<file path="config.mk">
export PLATFORM = sky130hd
export DESIGN_NAME = piso_shift_out
export DESIGN_NICKNAME = d
export VERILOG_FILES = /design/src/rtl/piso_pkg.sv /design/src/rtl/piso_bit_counter.sv /design/src/rtl/piso_shift_out.sv
export SDC_FILE = /design/constraint.sdc
export NUM_CORES = 1
export LEC_CHECK = 0
export CELL_PAD_IN_SITES_DETAIL_PLACEMENT = 0
export CELL_PAD_IN_SITES_GLOBAL_PLACEMENT = 2
export CORE_ASPECT_RATIO = 0.9
export CORE_MARGIN = 2
export CORE_UTILIZATION = 27
export DETAILED_ROUTE_END_ITERATION = 10
export GPL_TIMING_DRIVEN = 0
export PLACE_DENSITY_LB_ADDON = 0.1
export SLEW_MARGIN = 20
export SYNTH_ARGS = -nofsm -noshare
export SYNTH_HDL_FRONTEND = slang
export SYNTH_SLANG_ARGS = --single-unit
</file>
<file path="constraint.sdc">
create_clock -name clk -period 2.4 [get_ports clk]
set_input_delay 0.48 -clock clk [delete_from_list [all_inputs] [get_ports clk]]
set_output_delay 0.48 -clock clk [all_outputs]
set_load 0.005 [all_outputs]
</file>
<file path="src/rtl/piso_pkg.sv">
// Shared types and constants for the parallel-in serial-out shifter.
// The PARITY state only exists when PISO_PARITY_EN is defined.
package piso_pkg;

  localparam int PISO_DEFAULT_WIDTH = 4;

`ifdef PISO_PARITY_EN
  typedef enum logic [1:0] {
    ST_IDLE   = 2'd0,
    ST_SHIFT  = 2'd1,
    ST_PARITY = 2'd2
  } piso_state_t;
`else
  typedef enum logic [1:0] {
    ST_IDLE  = 2'd0,
    ST_SHIFT = 2'd1
  } piso_state_t;
`endif

endpackage

</file>
<file path="src/rtl/piso_bit_counter.sv">
// Counts data bits taken from the shifter; o_tc flags the final data bit.
module piso_bit_counter
  import piso_pkg::*;
#(
  parameter int WIDTH = PISO_DEFAULT_WIDTH
) (
  input  logic clk,
  input  logic rst,
  input  logic i_clear,
  input  logic i_inc,
  output logic o_tc
);

  localparam int CNT_W = $clog2(WIDTH + 1);

  logic [CNT_W-1:0] r_cnt;

  // Clear wins over increment so a back-to-back load restarts at zero.
  always_ff @(posedge clk or posedge rst) begin
    if (rst) begin
      r_cnt <= '0;
    end else if (i_clear) begin
      r_cnt <= '0;
    end else if (i_inc) begin
      r_cnt <= r_cnt + 1'b1;
    end
  end

  assign o_tc = (r_cnt == CNT_W'(WIDTH - 1));

endmodule

</file>
<file path="src/rtl/piso_shift_out.sv">
// Parallel-in serial-out shifter with valid/ready on both sides.
// Define PISO_PARITY_EN to append an even-parity bit to every frame.
//
// Handshake: a transfer happens on a rising edge where valid=1 and ready=1.
// load side: load_valid/load_ready; serial side: so_valid/so_ready.
// While so_valid=1 and so_ready=0, so/so_valid/so_last are held.
module piso_shift_out
  import piso_pkg::*;
#(
  parameter int WIDTH     = PISO_DEFAULT_WIDTH,
  parameter bit MSB_FIRST = 1'b1
) (
  input  logic             clk,
  input  logic             rst,
  input  logic [WIDTH-1:0] pi,
  input  logic             load_valid,
  output logic             load_ready,
  output logic             so,
  output logic             so_valid,
  input  logic             so_ready,
  output logic             so_last,
  output logic             busy,
  output piso_state_t      dbg_state
);

  piso_state_t      r_state;
  piso_state_t      w_next;
  logic [WIDTH-1:0] r_sr;
  logic             w_accept;
  logic             w_shift_take;
  logic             w_tc;
  logic             w_data_bit;
`ifdef PISO_PARITY_EN
  logic             r_par;
`endif

  assign w_data_bit   = MSB_FIRST ? r_sr[WIDTH-1] : r_sr[0];
  assign w_shift_take = (r_state == ST_SHIFT) && so_ready;

  // Ready in IDLE, or on the edge that retires the final frame bit.
  assign load_ready = !rst && ((r_state == ST_IDLE) || (so_valid && so_ready && so_last));
  assign w_accept   = load_valid && load_ready;
  assign dbg_state  = r_state;

  piso_bit_counter #(
    .WIDTH(WIDTH)
  ) u_cnt (
    .clk    (clk),
    .rst    (rst),
    .i_clear(w_accept),
    .i_inc  (w_shift_take),
    .o_tc   (w_tc)
  );

  always_ff @(posedge clk or posedge rst) begin
    if (rst) begin
      r_state <= ST_IDLE;
    end else begin
      r_state <= w_next;
    end
  end

  always_ff @(posedge clk or posedge rst) begin
    if (rst) begin
      r_sr <= '0;
`ifdef PISO_PARITY_EN
      r_par <= 1'b0;
`endif
    end else if (w_accept) begin
      r_sr <= pi;
`ifdef PISO_PARITY_EN
      r_par <= ^pi;
`endif
    end else if (w_shift_take) begin
      r_sr <= MSB_FIRST ? {r_sr[WIDTH-2:0], 1'b0} : {1'b0, r_sr[WIDTH-1:1]};
    end
  end

  // Serial outputs are decoded from registered state only.
  always_comb begin
    so       = 1'b0;
    so_valid = 1'b0;
    so_last  = 1'b0;
    busy     = 1'b0;
    case (r_state)
      ST_SHIFT: begin
        so_valid = 1'b1;
        busy     = 1'b1;
        so       = w_data_bit;
`ifdef PISO_PARITY_EN
        so_last  = 1'b0;
`else
        so_last  = w_tc;
`endif
      end
`ifdef PISO_PARITY_EN
      ST_PARITY: begin
        so_valid = 1'b1;
        busy     = 1'b1;
        so       = r_par;
        so_last  = 1'b1;
      end
`endif
      default: begin
        so_valid = 1'b0;
      end
    endcase
  end

  always_comb begin
    w_next = r_state;
    case (r_state)
      ST_IDLE: begin
        if (w_accept) w_next = ST_SHIFT;
      end
      ST_SHIFT: begin
        if (so_ready && w_tc) begin
`ifdef PISO_PARITY_EN
          w_next = ST_PARITY;
`else
          w_next = w_accept ? ST_SHIFT : ST_IDLE;
`endif
        end
      end
`ifdef PISO_PARITY_EN
      ST_PARITY: begin
        if (so_ready) w_next = w_accept ? ST_SHIFT : ST_IDLE;
      end
`endif
      default: begin
        w_next = ST_IDLE;
      end
    endcase
  end

endmodule

</file>
# Word level (Yosys, flattened, before mapping)
# Index checks and enable logic that the tools add are counted.
[classes]
mux = 11
reduce_logical = 11
n_addsub = 1
n_eq_ne = 4
[ops]
columns = ["op", "count"]
rows = [
  ["two-way mux 4 bit", 2],
  ["logical AND 1 bit", 6],
  ["two-way mux 3 bit", 2],
  ["two-way mux 1 bit", 4],
  ["two-way mux 2 bit", 2],
  ["case mux 2 bit (2 select lines)", 1],
  ["adder 3 x 1 -> 3 bit (second input constant)", 1],
  ["equality test 3 x 2 -> 1 bit (second input constant)", 1],
  ["equality test 2 x 1 -> 1 bit (second input constant)", 1],
  ["logical NOT 2 bit", 1],
  ["inequality test 2 x 1 -> 1 bit (second input constant)", 1],
  ["inequality test 2 bit (second input constant)", 1],
  ["AND reduction 2 bit", 1],
  ["nonzero test 2 bit", 1],
  ["logical NOT 1 bit", 1],
  ["logical OR 1 bit", 1],
]
[totals]
out_inout_bits = 7
in_bits = 8
elab_cells = 30
register_bits = 9

# Logic depth before layout (Yosys ltp)
[logic_depth]
word_depth = 10
depth_mapped = 5
mapped_depth_nobuf = 5

# Hierarchy
# From an unflattened synthesis, not the netlist that was laid out.
[unflattened]
hier_cells = 40
area_unflattened_um2 = 455.4
[modules_own_cells]
columns = ["module", "seq_area_each_um2", "cells_each", "n_inst", "area_per_inst_um2"]
rows = [
  ["piso_shift_out", 125.1, 27, 1, 310.3],
  ["piso_bit_counter", 75.1, 13, 1, 145.1],
]

# Worst setup path before layout
# Ideal clock, no wire load.
[synth_path]
path_type = "register to output"
start = "register u_cnt.r_cnt[0]"
end = "output port load_ready"
path_stages_with_launch = 5
n_path_buf = 0
slack_ns = 0.839
t_required_ns = 1.920
t_arrival_ns = 1.081
path_cell_list = "dfrtp_1 -> ha_1 -> ha_1 -> a21boi_1 -> nor2_1"
[synth_via]
elab_chain_cells = 5
[synth_rtl]
columns = ["item", "line", "source"]
rows = [
  ["start: declaration", "piso_bit_counter.sv:16", "logic [CNT_W-1:0] r_cnt;"],
  ["start signal: assignment", "piso_bit_counter.sv:25", "r_cnt <= r_cnt + 1'b1;"],
  ["equality test 3 x 2 -> 1 bit", "piso_bit_counter.sv:29", "assign o_tc = (r_cnt == CNT_W'(WIDTH - 1));"],
  ["two-way mux 1 bit", "piso_shift_out.sv:85", "case (r_state)"],
  ["logical AND 1 bit", "piso_shift_out.sv:41", "assign load_ready = !rst && ((r_state == ST_IDLE) || (so_valid && so_ready && so_last));"],
  ["logical OR 1 bit", "piso_shift_out.sv:41", ""],
  ["logical AND 1 bit", "piso_shift_out.sv:41", ""],
  ["end: declaration", "piso_shift_out.sv:17", "output logic load_ready,"],
]
# Every way passes these cells.

# Final worst setup path
# Ends and elaborated chain as after synthesis.

==> impl_results.md <==
* Clock Tree Buf Depth at 2
* Vias per inst at 4.08
* Non-filler instance count after layout at 77
* Maximum clock rate at 444 MHz
* Initial antenna violation count at 0
* CTS Sinks at 8
* # Post-CTS Setup Buffers at 0
* HPWL after DPL at 596 um
* Core footprint at 0.00148 sq mm
* Run status: complete, no violations
* Max_cap viols at 0
* Total Routing Usage GR at 8.53%
* Placed cells at 74
* Worst skew pair latency at 0.25 ns
* Remaining routing DRC violations at 0
* Synth Register Bits at 8
* Port Buffers at 13
* Post-DRT Antenna Nets at 0
* Synth Cell Area at 439 sq um
* Vias in the first global route at 284
* Wire length per cell at 9.61 um
* Most common cell after layout, fill and taps aside: clkdlybuf4s50_1
* Yosys warning count at 0
* Final instance area at 623 sq um
* Slew Viols, Final at 0
* Drt first pass iters at 1
* Critical-path maximum fanout at 3
* Die Area at 0.00197 sq mm
* Crit path DAT at 1.77 ns
* Synth top area cells: dfrtp_1 46%, mux2_2 10%, ha_1 5.7%, buf_4 5.1%, mux2_1 5.1%
* Layout area overhead at 41.9%
* Fraction of the mapped netlist area in compound gates at 5.98%
* Clock transition at path regs at 0.05 ns
* RSZ-0062 raised after global routing: no
* Hold buffers post-CTS at 0
* Setup total negative slack at 0 ns
* Synth Area in Simple Gates at 14.5%
* P_leak at 0.287 nW
* Main combinational cell family by area after synthesis: multiplexers
* Boundary pin count at 15
* Total number of vias at 314
* Tightest Hold Check Type: reg -> reg
* Worst EP required at 1.92 ns
* Largest net degree at the start of global routing at 11
* Antenna cell count at 0
* Syn_nets at 49
* Cells after Synth at 39
* Rows at 13
* Die W at 46.5 um
* Initial core utilization at 29.7%
* First-pass GRT wire length at 1180 um
* Clock Tree Root: clkbuf_4
* Seq/Total Area, Yosys at 45.6%
* Cell variety after synth at 18
* CP Launch Type: register
* Hold slack at 0.531 ns
* Total wire length after detailed routing at 740 um
* Synth Area in Adders at 5.70%
* Final Hold Fails at 0
* Total gr overflow at 0
* R2r worst-path depth at 5
* Tcrit/Tclk final at 93.8%
* Setup violators final at 0
* Layout cells sized above 1 at 25.5%
* Final GP Congestion at 0.677
* Worst Skew at 0.000330 ns
* Yosys top cell by area: dfrtp_1
* Die height at 42.3 um
* Initial drt markers at 0
* Peak supply drop at 0.432 mV
* TritonCTS clock tree: built
* Pwr dens at 989 mW/mm^2
* Nets@finish at 67
* Post-synth top area share at 45.6%
* Cts bufs inserted at 3
* Area post-placement at 597 sq um
* Worst Setup End Kind: output port
* Min-Delay Path Depth at 2
* H-tree Lvls at 1
* Mean post-synth cell area at 11.3 sq um
* WS Path Type: reg -> out
* Post-synthesis mux area share at 17.7%
* Util after Layout at 42.1%
* Most frequent cells in the layout: 13 x clkdlybuf4s50_1, 8 x dfrtp_1, 4 x mux2_2
* Min cycle time layout at 2.25 ns
* XOR/XNOR share of the synthesized area at 1.99%
flip-flops by register name (all words and copies together), names as in the netlist:
name and count:
dbg_state 1, r_sr 4, u_cnt.r_cnt 3
routing by layer:
layer  wire length [um]  GRT usage, %  up-vias  share of wire, %
met5                  0             0        -                 0
met4                  0          5.14        0                 0
met3                 66          3.02        0               8.9
met2                343          12.8       14                46
met1                329          10.1      137                44
li1                   -             -      163                 -
stage by stage:
step	total power [W]	setup slack, ns
after CTS	0.000626	0.0296
final	0.000616	0.148
after global placement	0.000511	0.0798
after floorplan	0.000404	0.839
after detailed placement	0.000521	0.0652
after global routing	0.000667	0.0576
cells in the mapped netlist:
master	number
xor2_1	1
mux2_1	2
dfrtp_1	8
mux2i_1	1
buf_4	3
and2_2	2
a21oi_1	2
ha_1	2
nor3b_4	1
or2_1	1
a311oi_1	1
nor2_1	2
conb_1	1
mux2_2	4
nand3_1	1
nand2_1	3
inv_1	3
a21boi_1	1
kinds of logic (layout without fill, tap and decap cells):
family                     after synthesis  after routing
DFF                                      8              8
adders and majority gates                2              2
muxes                                    7              7
xor gates and xnor gates                 1              1
and+or+nand+nor                         10             10
AOI/OAI and AO/OA                        4              4
buffers and inverters                    6             22
other                                    1              1
worst max-delay path, stage by stage (launching register included):
cell and delay [ns]:
dfrtp_1 0.39, ha_1 0.20, ha_1 0.20, a21boi_2 0.22
nor2_1 0.07, clkdlybuf4s50_1 0.45
area by class of cell:
type | count | area (sq um)
buffer | 3 | 22.5
clock buffer | 3 | 22.5
fill | 150 | 857
inverter | 3 | 11.3
multi-input combinational | 25 | 209
sequential | 8 | 200
tap | 22 | 27.5
timing repair buffer | 13 | 130
worst paths after layout:
| path | startpoint | endpoint | slack [ns] |
|---|---|---|---|
| worst min-delay path | u_cnt.r_cnt[1] | u_cnt.r_cnt[1] | 0.53 |
| max in group asynchronous | rst | r_sr[1] | 1.60 |
| min in group asynchronous | rst | dbg_state[0] | 0.58 |
| worst max register to register | u_cnt.r_cnt[0] | r_sr[2] | 0.73 |
| worst max-delay path | u_cnt.r_cnt[0] | load_ready | 0.15 |
| worst min register to register | u_cnt.r_cnt[1] | u_cnt.r_cnt[1] | 0.53 |
repair_timing:
action / 4_1_cts / 5_1_grt
resized for setup: 0 / 1
endpoints found under the setup margin: 0 / 1
endpoints found under the hold margin: 0 / 0
where the power goes:
part	internal [W]	switching (W)	leakage, nW	total, W
Sequential	0.000195	0.0000400	0.0989	0.000235
Clock	0.0000571	0.0000434	0.0138	0.000100
Combinational	0.000183	0.0000986	0.174	0.000281
No activity file was read; power rests on OpenSTA's default activity.
